==> config.mk <==
export PLATFORM = sky130hd
export DESIGN_NAME = dma_channel_arbiter
export DESIGN_NICKNAME = d
export VERILOG_FILES = /design/src/rtl/dma_channel_arbiter.sv
export SDC_FILE = /design/constraint.sdc
export NUM_CORES = 1
export LEC_CHECK = 0
export ABC_AREA = 0
export CORE_ASPECT_RATIO = 1.25
export CORE_UTILIZATION = 55
export CTS_BUF_LIST = sky130_fd_sc_hd__clkbuf_2 sky130_fd_sc_hd__clkbuf_4 sky130_fd_sc_hd__clkbuf_8
export DETAILED_ROUTE_END_ITERATION = 6
export PLACE_DENSITY = 0.78
export REMOVE_ABC_BUFFERS = 1
export SLEW_MARGIN = 15
export SYNTH_ARGS = -nofsm -noshare
export SYNTH_HDL_FRONTEND = slang
export SYNTH_SLANG_ARGS = --single-unit
==> constraint.sdc <==
create_clock -name CLK -period 2.88 [get_ports CLK]
set_input_delay 0.72 -clock CLK [delete_from_list [all_inputs] [get_ports CLK]]
set_output_delay 0.72 -clock CLK [all_outputs]
set_load 0.02 [all_outputs]
==> src/rtl/dma_channel_arbiter.sv <==
// Four-channel front end for a single-channel DMAC: per-channel setup registers,
// fixed/rotating arbitration, DMAC programming sequence and DREQ/DACK/EOP pass-through.
module dma_channel_arbiter #(
    parameter int NCH = 4,
    parameter int DW  = 16
) (
    input  logic           CLK,
    input  logic           RST,
    input  logic           CFGW,
    input  logic [1:0]     CFGCH,
    input  logic [1:0]     CFGSEL,
    input  logic [DW-1:0]  CFGDATA,
    input  logic           PRIO_MODE,
    input  logic [NCH-1:0] CH_REQ,
    output logic [NCH-1:0] CH_ACK,
    output logic [NCH-1:0] CH_EOP,
    output logic           REGW,
    output logic [1:0]     REGSEL,
    output logic [DW-1:0]  Setup,
    output logic           DREQ,
    input  logic           DACK,
    input  logic           EOP,
    output logic           BUSY,
    output logic [1:0]     ACTIVE_CH
);

    typedef enum logic [2:0] {
        IDLE,
        PROG0,
        PROG1,
        PROG2,
        RUN,
        DONE
    } state_t;

    state_t         state;
    logic [DW-1:0]  mode_reg  [NCH];
    logic [DW-1:0]  count_reg [NCH];
    logic [DW-1:0]  addr_reg  [NCH];
    logic [NCH-1:0] enable;
    logic [1:0]     ptr;

    logic [NCH-1:0] eligible;
    logic           any_eligible;
    logic [1:0]     winner;
    logic [1:0]     base;
    logic [1:0]     idx;
    logic           found;
    logic [NCH-1:0] grant_onehot;
    logic           cfg_allowed;

    // The granted channel's words are frozen so the DMAC sees a consistent setup.
    assign cfg_allowed = CFGW && !(BUSY && (CFGCH == ACTIVE_CH));

    always_ff @(posedge CLK) begin
        if (RST) begin
            for (int i = 0; i < NCH; i++) begin
                mode_reg[i]  <= '0;
                count_reg[i] <= '0;
                addr_reg[i]  <= '0;
            end
            enable <= '0;
        end else if (cfg_allowed) begin
            case (CFGSEL)
                2'b00:   mode_reg[CFGCH]  <= CFGDATA;
                2'b01:   count_reg[CFGCH] <= CFGDATA;
                2'b10:   addr_reg[CFGCH]  <= CFGDATA;
                default: enable[CFGCH]    <= CFGDATA[0];
            endcase
        end
    end

    // Search starts at ptr in rotating mode, at channel 0 in fixed mode.
    always_comb begin
        eligible     = enable & CH_REQ;
        any_eligible = |eligible;
        base         = PRIO_MODE ? ptr : 2'd0;
        winner       = 2'd0;
        found        = 1'b0;
        idx          = 2'd0;
        for (int i = 0; i < NCH; i++) begin
            idx = base + 2'(i);
            if (!found && eligible[idx]) begin
                winner = idx;
                found  = 1'b1;
            end
        end
    end

    always_comb begin
        grant_onehot = '0;
        grant_onehot[ACTIVE_CH] = 1'b1;
    end

    assign BUSY   = (state != IDLE);
    assign DREQ   = (state == RUN) && CH_REQ[ACTIVE_CH];
    assign CH_ACK = ((state == RUN) && DACK) ? grant_onehot : '0;

    always_ff @(posedge CLK) begin
        if (RST) begin
            state     <= IDLE;
            ptr       <= 2'd0;
            ACTIVE_CH <= 2'd0;
            REGW      <= 1'b0;
            REGSEL    <= 2'b00;
            Setup     <= '0;
            CH_EOP    <= '0;
        end else begin
            CH_EOP <= '0;
            case (state)
                IDLE: begin
                    if (any_eligible) begin
                        ACTIVE_CH <= winner;
                        REGW      <= 1'b1;
                        REGSEL    <= 2'b00;
                        Setup     <= mode_reg[winner];
                        state     <= PROG0;
                    end
                end
                PROG0: begin
                    REGSEL <= 2'b01;
                    Setup  <= count_reg[ACTIVE_CH];
                    state  <= PROG1;
                end
                PROG1: begin
                    REGSEL <= 2'b10;
                    Setup  <= addr_reg[ACTIVE_CH];
                    state  <= PROG2;
                end
                PROG2: begin
                    REGW   <= 1'b0;
                    REGSEL <= 2'b00;
                    Setup  <= '0;
                    state  <= RUN;
                end
                RUN: begin
                    if (EOP) begin
                        CH_EOP <= grant_onehot;
                        state  <= DONE;
                    end
                end
                DONE: begin
                    ptr   <= ACTIVE_CH + 2'd1;
                    state <= IDLE;
                end
                default: state <= IDLE;
            endcase
        end
    end

endmodule

=== Word level (Yosys, flattened, before mapping) ===
Memories as Yosys holds them, arrays and structs flattened. A register that Yosys moved wholly into a read port is not among the register bits.
Index checks and enable logic that the tools add are counted.

* Input bits: 30
* Logic and storage cells: 126
* RAM bits: 192
* Memories: 3
* Output and inout port bits: 31
* Flip-flop bits (word level): 34

{| class="wikitable"
|+ Memory list
! memory !! depth !! width !! rd ports !! clocked after memory_dff !! write ports !! RTL line !! RTL
|-
| addr_reg || 4 || 16 || 1 || 1 || 4 || 39 || <nowiki>logic [DW-1:0] addr_reg [NCH];</nowiki>
|-
| count_reg || 4 || 16 || 1 || 1 || 4 || 38 || <nowiki>logic [DW-1:0] count_reg [NCH];</nowiki>
|-
| mode_reg || 4 || 16 || 1 || 0 || 4 || 37 || <nowiki>logic [DW-1:0] mode_reg [NCH];</nowiki>
|}

* Equality and inequality tests: 10
* Muxes and demuxes: 60
* Bitwise gates (word level): 4
* Reduce and logical (&&, ||, !) cells: 29
* Order comparisons: 8
* Add/subtract/negate cells: 4

{| class="wikitable"
|+ Operators by type and width
! cell !! count
|-
| $mux W16 || 4
|-
| $pmux W16 S4 || 1
|-
| $reduce_or A16 Y1 || 3
|-
| $mux W1 || 28
|-
| $mux W2 || 13
|-
| $lt A2 B3 Y1 const B || 6
|-
| $pmux W3 S5 || 1
|-
| $bmux W1 S2 || 5
|-
| $reduce_and A2 Y1 || 5
|-
| $logic_and A1 B1 Y1 || 9
|-
| $pmux W2 S4 || 1
|-
| $eq A3 B2 Y1 const B || 2
|-
| $eq A3 B3 Y1 const B || 2
|-
| $mux W3 || 2
|-
| $reduce_or A3 Y1 || 2
|-
| $add A2 B1 Y2 const B || 2
|-
| $add A2 B2 Y2 const B || 2
|-
| $and A4 B4 Y4 || 1
|-
| $bwmux W4 || 1
|-
| $demux W1 S2 || 2
|-
| $ge A2 B1 Y1 const B || 2
|-
| $logic_not A1 Y1 || 4
|-
| $mux W4 || 1
|-
| $ne A2 B2 Y1 const B || 2
|-
| 12 further kinds || 14
|}

=== Logic depth before layout (Yosys ltp) ===
Gate-level depths: netlist (run 1).
An unclocked memory read counts as a cell.

* Word-level depth: 16
* Gate-level depth with buffers: 9
* Depth with buffers taken out: 7

=== Worst setup path before layout (run 1) ===
No wires, ideal clock.

* Kind: input port to flip-flop
* Start: input port CFGCH[1]
* End: memory mode_reg[3][0], enable pin
* Buffers on the path: 1
* Setup time: 414 ps
* Cell stages on the path: 6
* Arrival time: 2646 ps
* Data required time: 2466 ps
* Setup slack: -180 ps
* Path through: buf_2 -> xor2_1 -> nor3_1 -> nor2_1 -> nand2_1 -> o31ai_1

{| class="wikitable"
|+ RTL lines
! what !! RTL line !! RTL
|-
| from (decl) || 10 || <nowiki>input logic [1:0] CFGCH,</nowiki>
|-
| to (decl) || 37 ||
|}

=== Worst setup path after layout (run 1) ===
* Start: register state[2]
* End: output port BUSY

* Cells in the longest elaborated chain, start to end: 1

{| class="wikitable"
|+ RTL lines
! what !! RTL line !! RTL
|-
| from (decl) || 36 || <nowiki>state_t state;</nowiki>
|-
| from (signal assigned) || 101 || <nowiki>state <= IDLE;</nowiki>
|-
| from (signal assigned) || 117 || <nowiki>state <= PROG0;</nowiki>
|-
| from (signal assigned) || 123 || <nowiki>state <= PROG1;</nowiki>
|-
| $reduce_bool A3 Y1 || 95 || <nowiki>assign BUSY = (state != IDLE);</nowiki>
|-
| to (decl) || 23 || <nowiki>output logic BUSY,</nowiki>
|}

Every way passes these cells.

==> impl_summary.md, run 1 <==
Worst setup path
The element type at the critical path start is a flip-flop. The critical path's slowest cell is sky130_fd_sc_hd__clkdlybuf4s50_1. In this run the worst setup path begins at state[2].

STA puts the critical path data required time at 2160 ps. The signal on the critical path passes through nor3_1, inv_1, clkdlybuf4s50_1. The longest individual stage delay on the worst path is 590 ps. The worst flop-to-flop path startpoint is state[2].

Of all nets on the critical path, the largest fanout is 8. The worst setup path is captured at a primary output. The setup path with the least slack is of type flip-flop to primary output. STA puts the critical path data arrival time at 2110 ps.

GRT
The largest net degree at the start of global routing is 50. The initial antenna violation count is 0. Global routing consumed, over all layers together, 26.1% of the routing resources. Summed over all layers, the global routing overflow is 0. The first-pass GRT wire length is 36,800 um. The number of global-route vias before repair was 6,957.

Yosys
Of the total synthesized cell area, the portion taken by AND, OR, NAND and NOR gates is 13.9%. By area, the combinational part of the netlist is dominated by simple AND/OR/NAND/NOR gates. The multiplexer share of the synthesized area is 10.9%. Synthesis instantiated 51 different standard cells from the library. Of the post-synthesis cell area, the dominant cell type holds 56.8%. By area the synthesized netlist is led by sky130_fd_sc_hd__edfxtp_1 57%, sky130_fd_sc_hd__mux4_2 7.3%, sky130_fd_sc_hd__dfxtp_1 7.1%.

After Yosys synthesis, XOR and XNOR cells account for 0.345% of the synthesized area. The sequential cell area fraction in the yosys report is 63.9%. Synthesis inferred 228 register bits. The most area-hungry cell type in the Yosys netlist is sky130_fd_sc_hd__edfxtp_1. The mapped netlist covers 0.0101 mm2.

The post-synthesis cell count is 841. Counting flops with an async set or reset pin after synthesis yields a share of 0%. The most used flip-flop cell after synthesis is sky130_fd_sc_hd__edfxtp_1. During synthesis, Yosys emitted a total of 0 warnings. Summing the areas of all compound-gate instances in the mapped netlist gives 6.24% of the synthesized area. The fraction of the mapped netlist area in adder cells is 0.493%. The average instance in the mapped netlist occupies 12.1 um2. In this run, synthesis inferred 192 flip-flops with an integrated enable.

Floorplan
Once the floorplan was initialized, standard cells occupied 56.1% of the core. The die covers 0.0190 mm2. The core area is 0.0181 mm2. In this run the core area contains 55 standard-cell rows. The chip width is 123 um. The die is 154 um tall. The I/O pin count is 61.

Power
The internal power of the cells totals 5400 uW. The worst-case vdd ir drop is 0.322 mV. The power share of the sequential group is 53.7%.

The combinational fraction of design power is 8.7%. In this run the power spent charging and discharging nets is 1580 uW. In this run switching power makes up 22.7% of total power. The total power divided by cell area is 569 mW/mm2.

Summed over all cells, the static leakage comes to 0.00477 uW. Per report_power, the clock group accounts for 37.6% of the total.

STA
The relative slew slack is 49.5%. The clock period minus worst slack is 2830 ps. Setup violations remaining at the end of the flow were counted as 0. The maximum operating frequency is 353 MHz. The count of endpoints failing hold in the final timing report is 0. For the pin with the worst max-slew slack, the measured transition is 757 ps. The number of max-slew violations in the final report came to 0. The post-route clock skew is 17.8 ps. Setup repair after global routing left no endpoint under its margin. The final hold slack is 474 ps.

The aggregate negative setup slack is 0 ps. Once routing completed, OpenROAD measured the worst setup slack at 48.3 ps. Of the available clock period, the critical path in the final layout requires 98.3%.

Clocking
The clock drives 228 sinks. Clock tree synthesis inserted a total of 34 buffers. Once the clock tree was built, the setup fixing pass inserted 0 buffers. The total number of H-tree levels is 2. After clock tree synthesis, the clock-pin slew on the worst setup and hold paths is 60 ps. The maximum count of clock buffers along a single path is 3. The count of hold buffers inserted by post-cts repair is 0. The cell sitting at the root of the clock tree is a sky130_fd_sc_hd__clkbuf_8. TritonCTS built the clock tree. For the worst-skew pair, the clock arrives at the later sink with an insertion delay of 510 ps.

Detailed routing
After detailed routing, the average wire length per cell comes to 19.7 um. Wires add up to 23,800 um. In the routed layout, each cell is associated on average with a via count of 5.72. After detailed routing, the number of remaining DRC violations is 0.

Across all layers, the routed design uses 6,904 vias. The residual antenna-violating net count after detailed routing is 0. The violation count after the first detailed-routing iteration is 547. The count of TritonRoute iterations in the first routing pass is 5.

Cells and area
The finished layout holds 1,206 standard cells, fillers aside. The flip-flop and latch area is 0.00649 mm2. The synthesis-to-layout area growth is 20.9%. The core occupancy in the finished layout is 67.8%. The multi-input combinational cells in the finished layout cover a total of 0.00326 mm2. The most common cell after layout, fill and taps aside is sky130_fd_sc_hd__edfxtp_1. Counting the fill cells in the layout gives 1,293. Leaving out fill and tap cells, the most frequent cells in the layout are 192 x sky130_fd_sc_hd__edfxtp_1, 177 x sky130_fd_sc_hd__nor2_1, 106 x sky130_fd_sc_hd__nand2_1. The ratio of cells with drive above 1 in the final layout is 18.4%. At the end of the flow, the number of nets in the layout was 987.

The repair_antennas step left the layout with diodes totalling 0.

Placed design
Prior to clock tree synthesis, the placed netlist has a worst setup slack of -232 ps. The number of placed instances, taps included, is 1,145. At the end of routability-driven placement, the weighted congestion stood at 0.842.

The number of I/O port buffers is 60. The HPWL after detailed placement is 15,900 um.

Worst hold path
The worst hold path begins at Setup[14]. The path class of the tightest hold or removal check is flip-flop to flip-flop.

Run status
The run finished with clean final reports.

Flow run
The tool flagged a number of max-cap violations equal to 0.
[cell usage after synthesis, drive strengths merged, types with 9 or more instances]
| library cell | count |
|---|---|
| dfxtp | 36 |
| mux4 | 33 |
| o21ai | 12 |
| buf | 18 |
| mux2i | 35 |
| a22o | 9 |
| edfxtp | 192 |
| a21oi | 45 |
| clkbuf | 31 |
| nor2 | 179 |
| inv | 56 |
| nand2 | 106 |
[power by group through the flow]
stage,Clock (uW),Sequential (uW),Combinational (uW)
floorplan,0,3840,248
global placement,0,3810,597
detailed placement,0,3820,604
CTS,2660,3750,607
global route,2790,3760,646
finish,2620,3750,609
[cells by family (layout without fill, tap and decap cells)]
logic type | count (synthesis) | in the layout
buf+inv | 105 | 242
flops | 228 | 228
fa+ha+maj | 4 | 4
xor+xnor | 4 | 4
simple gates | 335 | 335
mux | 69 | 69
compound gates | 96 | 96
[worst max-delay path, delay by kind of cell, from the launching register on]
| family | cells | cell delay [ps] |
|---|---|---|
| buffers and inverters | 2 | 790 |
| flip-flops | 1 | 360 |
| AND/OR/NAND/NOR | 1 | 460 |
[path summary, 6_finish.rpt]
kind | to | slack [ps] | cells after the start
worst max-delay path | BUSY | 50 | 3
worst max register to register | addr_reg[1][8] | 590 | 8
worst min register to register | Setup[14] | 470 | 1
worst min-delay path | Setup[14] | 470 | 1
[area by class of cell]
cell class,instances,share of cell area (%)
multi-input cells,508,26.6
flip-flops and latches,228,52.9
well taps,228,2.33
inverters,56,1.71
clock buffers,50,4.90
repair buffers,125,10.8
clock inverters,11,0.704
[metal layers]
layer | share of wire, % | vias to the layer above | global-route usage (%)
li1 | - | 3203 | -
met4 | 2.9 | 0 | 9.35
met3 | 5.8 | 57 | 3.75
met5 | 0 | - | 0
met2 | 53 | 282 | 46.2
met1 | 38 | 3362 | 32.2
[stage by stage]
step | total power (uW) | cell area [um2]
after global routing | 7190 | 12300
final | 6980 | 12300
after CTS | 7020 | 12300
after detailed placement | 4420 | 11600
after global placement | 4410 | 11600
after floorplan | 4090 | 9930
[repair_timing]
action	4_1_cts	5_1_grt
resized for setup	4	6
setup endpoints to repair	5	5
pin swaps	0	0
gates cloned	0	0
Note: power is estimated with default switching activity, not from simulation.
==> run 2, diff against run 1 <==
ABC_CLOCK_PERIOD_IN_PS = 2880   (was unset)
==> results of run 2 <==
The final DEF is identical to that of run 1; final timing and power are the same.
==> run 3, diff against run 2 <==
CORE_UTILIZATION = 54   (was 55)
CTS_BUF_LIST = sky130_fd_sc_hd__clkbuf_16   (was sky130_fd_sc_hd__clkbuf_2 sky130_fd_sc_hd__clkbuf_4 sky130_fd_sc_hd__clkbuf_8)
GPL_ROUTABILITY_DRIVEN = 0   (was unset)
PLACE_DENSITY = 0.76   (was 0.78)
==> run 3 against run 2 <==
Net effect:
- clock skew decreased by 6.6 ps
- die area increased by 1.8%
- critical endpoint is now DREQ
- non-clock buffer count increased by 8
- combinational power about the same
- critical path depth increased by 1
- global-route usage decreased by 0.71 points
- clock power increased by 9.9%
- setup slack got worse by 17 ps
- first-iteration DRC count increased by 43%
- register-to-register slack got worse by 20 ps
- count of clock-buffer cells in the layout decreased by 27
==> impl_summary.md, run 3 (same netlist as run 1, synthesis figures left out) <==
Detailed routing
The sum of met3 wire segment lengths after detailed routing is 1680 um. After detailed routing, the number of remaining DRC violations is 0. The detailed-route wire length on metal 1 is 9200 um.

The top routing layer in use is met4. For this block, the via count after detailed routing is 7,024. The length of routed met2 wiring is 12,300 um.

The count of TritonRoute iterations in the first routing pass is 5. The average vias per placed instance is 5.88. After the first detailed-routing iteration, the DRC count stood at 784.

The average wire per cell in the routed design is 20.2 um. The residual antenna-violating net count after detailed routing is 0. The final wirelength is 24,100 um.

Clocking
The tree built by TritonCTS fans out to 228 sinks. The total number of H-tree levels is 1. The longest clock path from root to sink contains 3 buffers. The cell sitting at the root of the clock tree is a sky130_fd_sc_hd__clkbuf_16. The number of CTS-inserted buffers is 23. TritonCTS built the clock tree.

The clock latency reported for the late side of the worst-skew pair is 520 ps. The count of hold buffers inserted by post-cts repair is 0. The post-CTS clock slew at the launch and capture registers of the worst setup and hold paths is 60 ps.

Worst setup path
The critical path data arrival time is 2130 ps. The maximum fanout count along the critical path is 2. Data on the critical path is required at its endpoint by 2160 ps. The element type at the critical path start is an input pin. The most critical setup path has its endpoint at DREQ. Counting cells, the worst reg-to-reg path comes to 8. The critical path launch point is CH_REQ[3]. For flop-to-flop paths, the worst setup slack is 570 ps. The kind of critical path is input pin to primary output. The worst setup path is captured at a primary output. In this run the critical register-to-register path is captured at Setup[15]. The worst register-to-register path begins at ptr[0].

Worst hold path
The worst hold path belongs to the class flip-flop to flip-flop.

STA
The number of max-slew violations in the final report came to 0. The worst pin sits at a relative slew slack of 63.0%. The clock period minus worst slack is 2850 ps. For this run, the top clock speed supported by timing is 351 MHz. At the pin with the least slew margin, the transition time is 554 ps. The final critical path takes up 98.9% of the cycle. For the final database, setup skew stands at 11.2 ps. The count of endpoints failing hold in the final timing report is 0.

Setup violations remaining at the end of the flow were counted as 0. The aggregate negative setup slack is 0 ps.

Power
The power share of the sequential group is 51.8%. The switching component of the power is 1650 uW. Dividing total power by cell area gives a power density of 588 mW/mm2.

The clock power share is 39.8%. The cell leakage power is 0.00475 uW. The net switching share of the total power is 22.7%.

The cell-internal power is 5600 uW. The combinational fraction of design power is 8.4%. The worst-case vdd ir drop is 0.427 mV. The overall power is 7250 uW.

Floorplan
The chip width is 125 um. From bottom edge to top edge, the die measures 155 um. The I/O pin count is 61. The initial utilization of the core area, before any placement, comes to 55.6%. The area enclosed by the die boundary is 0.0193 mm2. The floorplan step defined a core boundary enclosing 0.0182 mm2. The initialized floorplan defines 55 standard-cell rows.

GRT
In the global route stage, overall resource usage came out at 25.4%. The residual overflow from global routing is 0. The largest net degree at the start of global routing is 44. The first global-routing pass estimated 37,500 um of wire. The number of global-route vias before repair is 6,934.

The initial antenna violation count came to 0.

Flow run
The number of max-cap violations is 0.

Cells and area
The number of fillers in the final layout is 1,281. Summing all multi-input logic gate instances after layout gives 0.00327 mm2. The repair_antennas step left the layout with diodes totalling 0. The sequential cells in the finished layout cover a total of 0.00649 mm2. Leaving out fill and tap cells, the most frequent cell in the layout is sky130_fd_sc_hd__edfxtp_1. The library cells used most frequently in the layout, excluding fill and tap cells, are 192 x sky130_fd_sc_hd__edfxtp_1, 177 x sky130_fd_sc_hd__nor2_1, 106 x sky130_fd_sc_hd__nand2_1. The synthesis-to-layout area growth is 21.5%.

In the final layout, the share of cells above drive strength 1 is 17.0%. The number of nets in the layout is 984.

Run status
The run finished with clean final reports.

Placed design
Buffers placed on the I/O ports in this run total 60. The HPWL after detailed placement is 15,900 um.
## run 3: what timing repair did
action	CTS	global route
endpoints found under the setup margin	2	5
buffers inserted	0	0
pin swaps	0	0
hold endpoints to repair	0	0
resized for setup	3	4
## run 3: layout make-up
class,instances,area share (%)
timing repair buffer,133,11.0
tap,228,2.31
sequential,228,52.6
clock inverter,18,1.20
clock buffer,23,4.67
inverter,56,1.71
multi-input combinational,508,26.5
## run 3: how the worst min path moves through the flow
stage | start | endpoint | slack [ps] | cells after the start
global route | Setup[0] | Setup[0] | 520 | 1
floorplan | enable[1] | enable[1] | 450 | 2
detailed placement | REGSEL[0] | REGSEL[0] | 470 | 2
finish | REGSEL[0] | REGSEL[0] | 480 | 2
CTS | REGSEL[0] | REGSEL[0] | 480 | 2
global placement | Setup[5] | Setup[5] | 460 | 1
## run 3: metrics by stage
step                hold WS [ps]  utilization, %  cells  area, um2  setup slack (ps)
floorplan                    448               -    792       9930             -88.9
global placement             462            63.5   1153      11600              -147
detailed placement           470            63.5   1153      11600              -229
CTS                          479            67.5   1194      12300              10.4
global route                 516            67.6   1194      12300             -3.46
finish                       477            67.6   1194      12300              31.1
## run 3: power by group through the flow
stage	Combinational, uW	Sequential (uW)	Clock (uW)
3_5_place_dp	605	3820	0
5_1_grt	647	3760	3020
2_1_floorplan	248	3840	0
4_1_cts	611	3750	2890
3_3_place_gp	598	3810	0
6_report	611	3750	2880
## run 3: critical path, stage by stage
cell and delay, ps:
sky130_fd_sc_hd__clkdlybuf4s50_1 440, sky130_fd_sc_hd__mux4_2 500, sky130_fd_sc_hd__and3_1 190, sky130_fd_sc_hd__clkdlybuf4s15_1 280
## run 3: metal layers
metal,GRT usage (%),up-vias
met1,32.4,3415
li1,-,3196
met2,43.7,344
met5,0,-
met4,11.8,0
met3,2.92,69
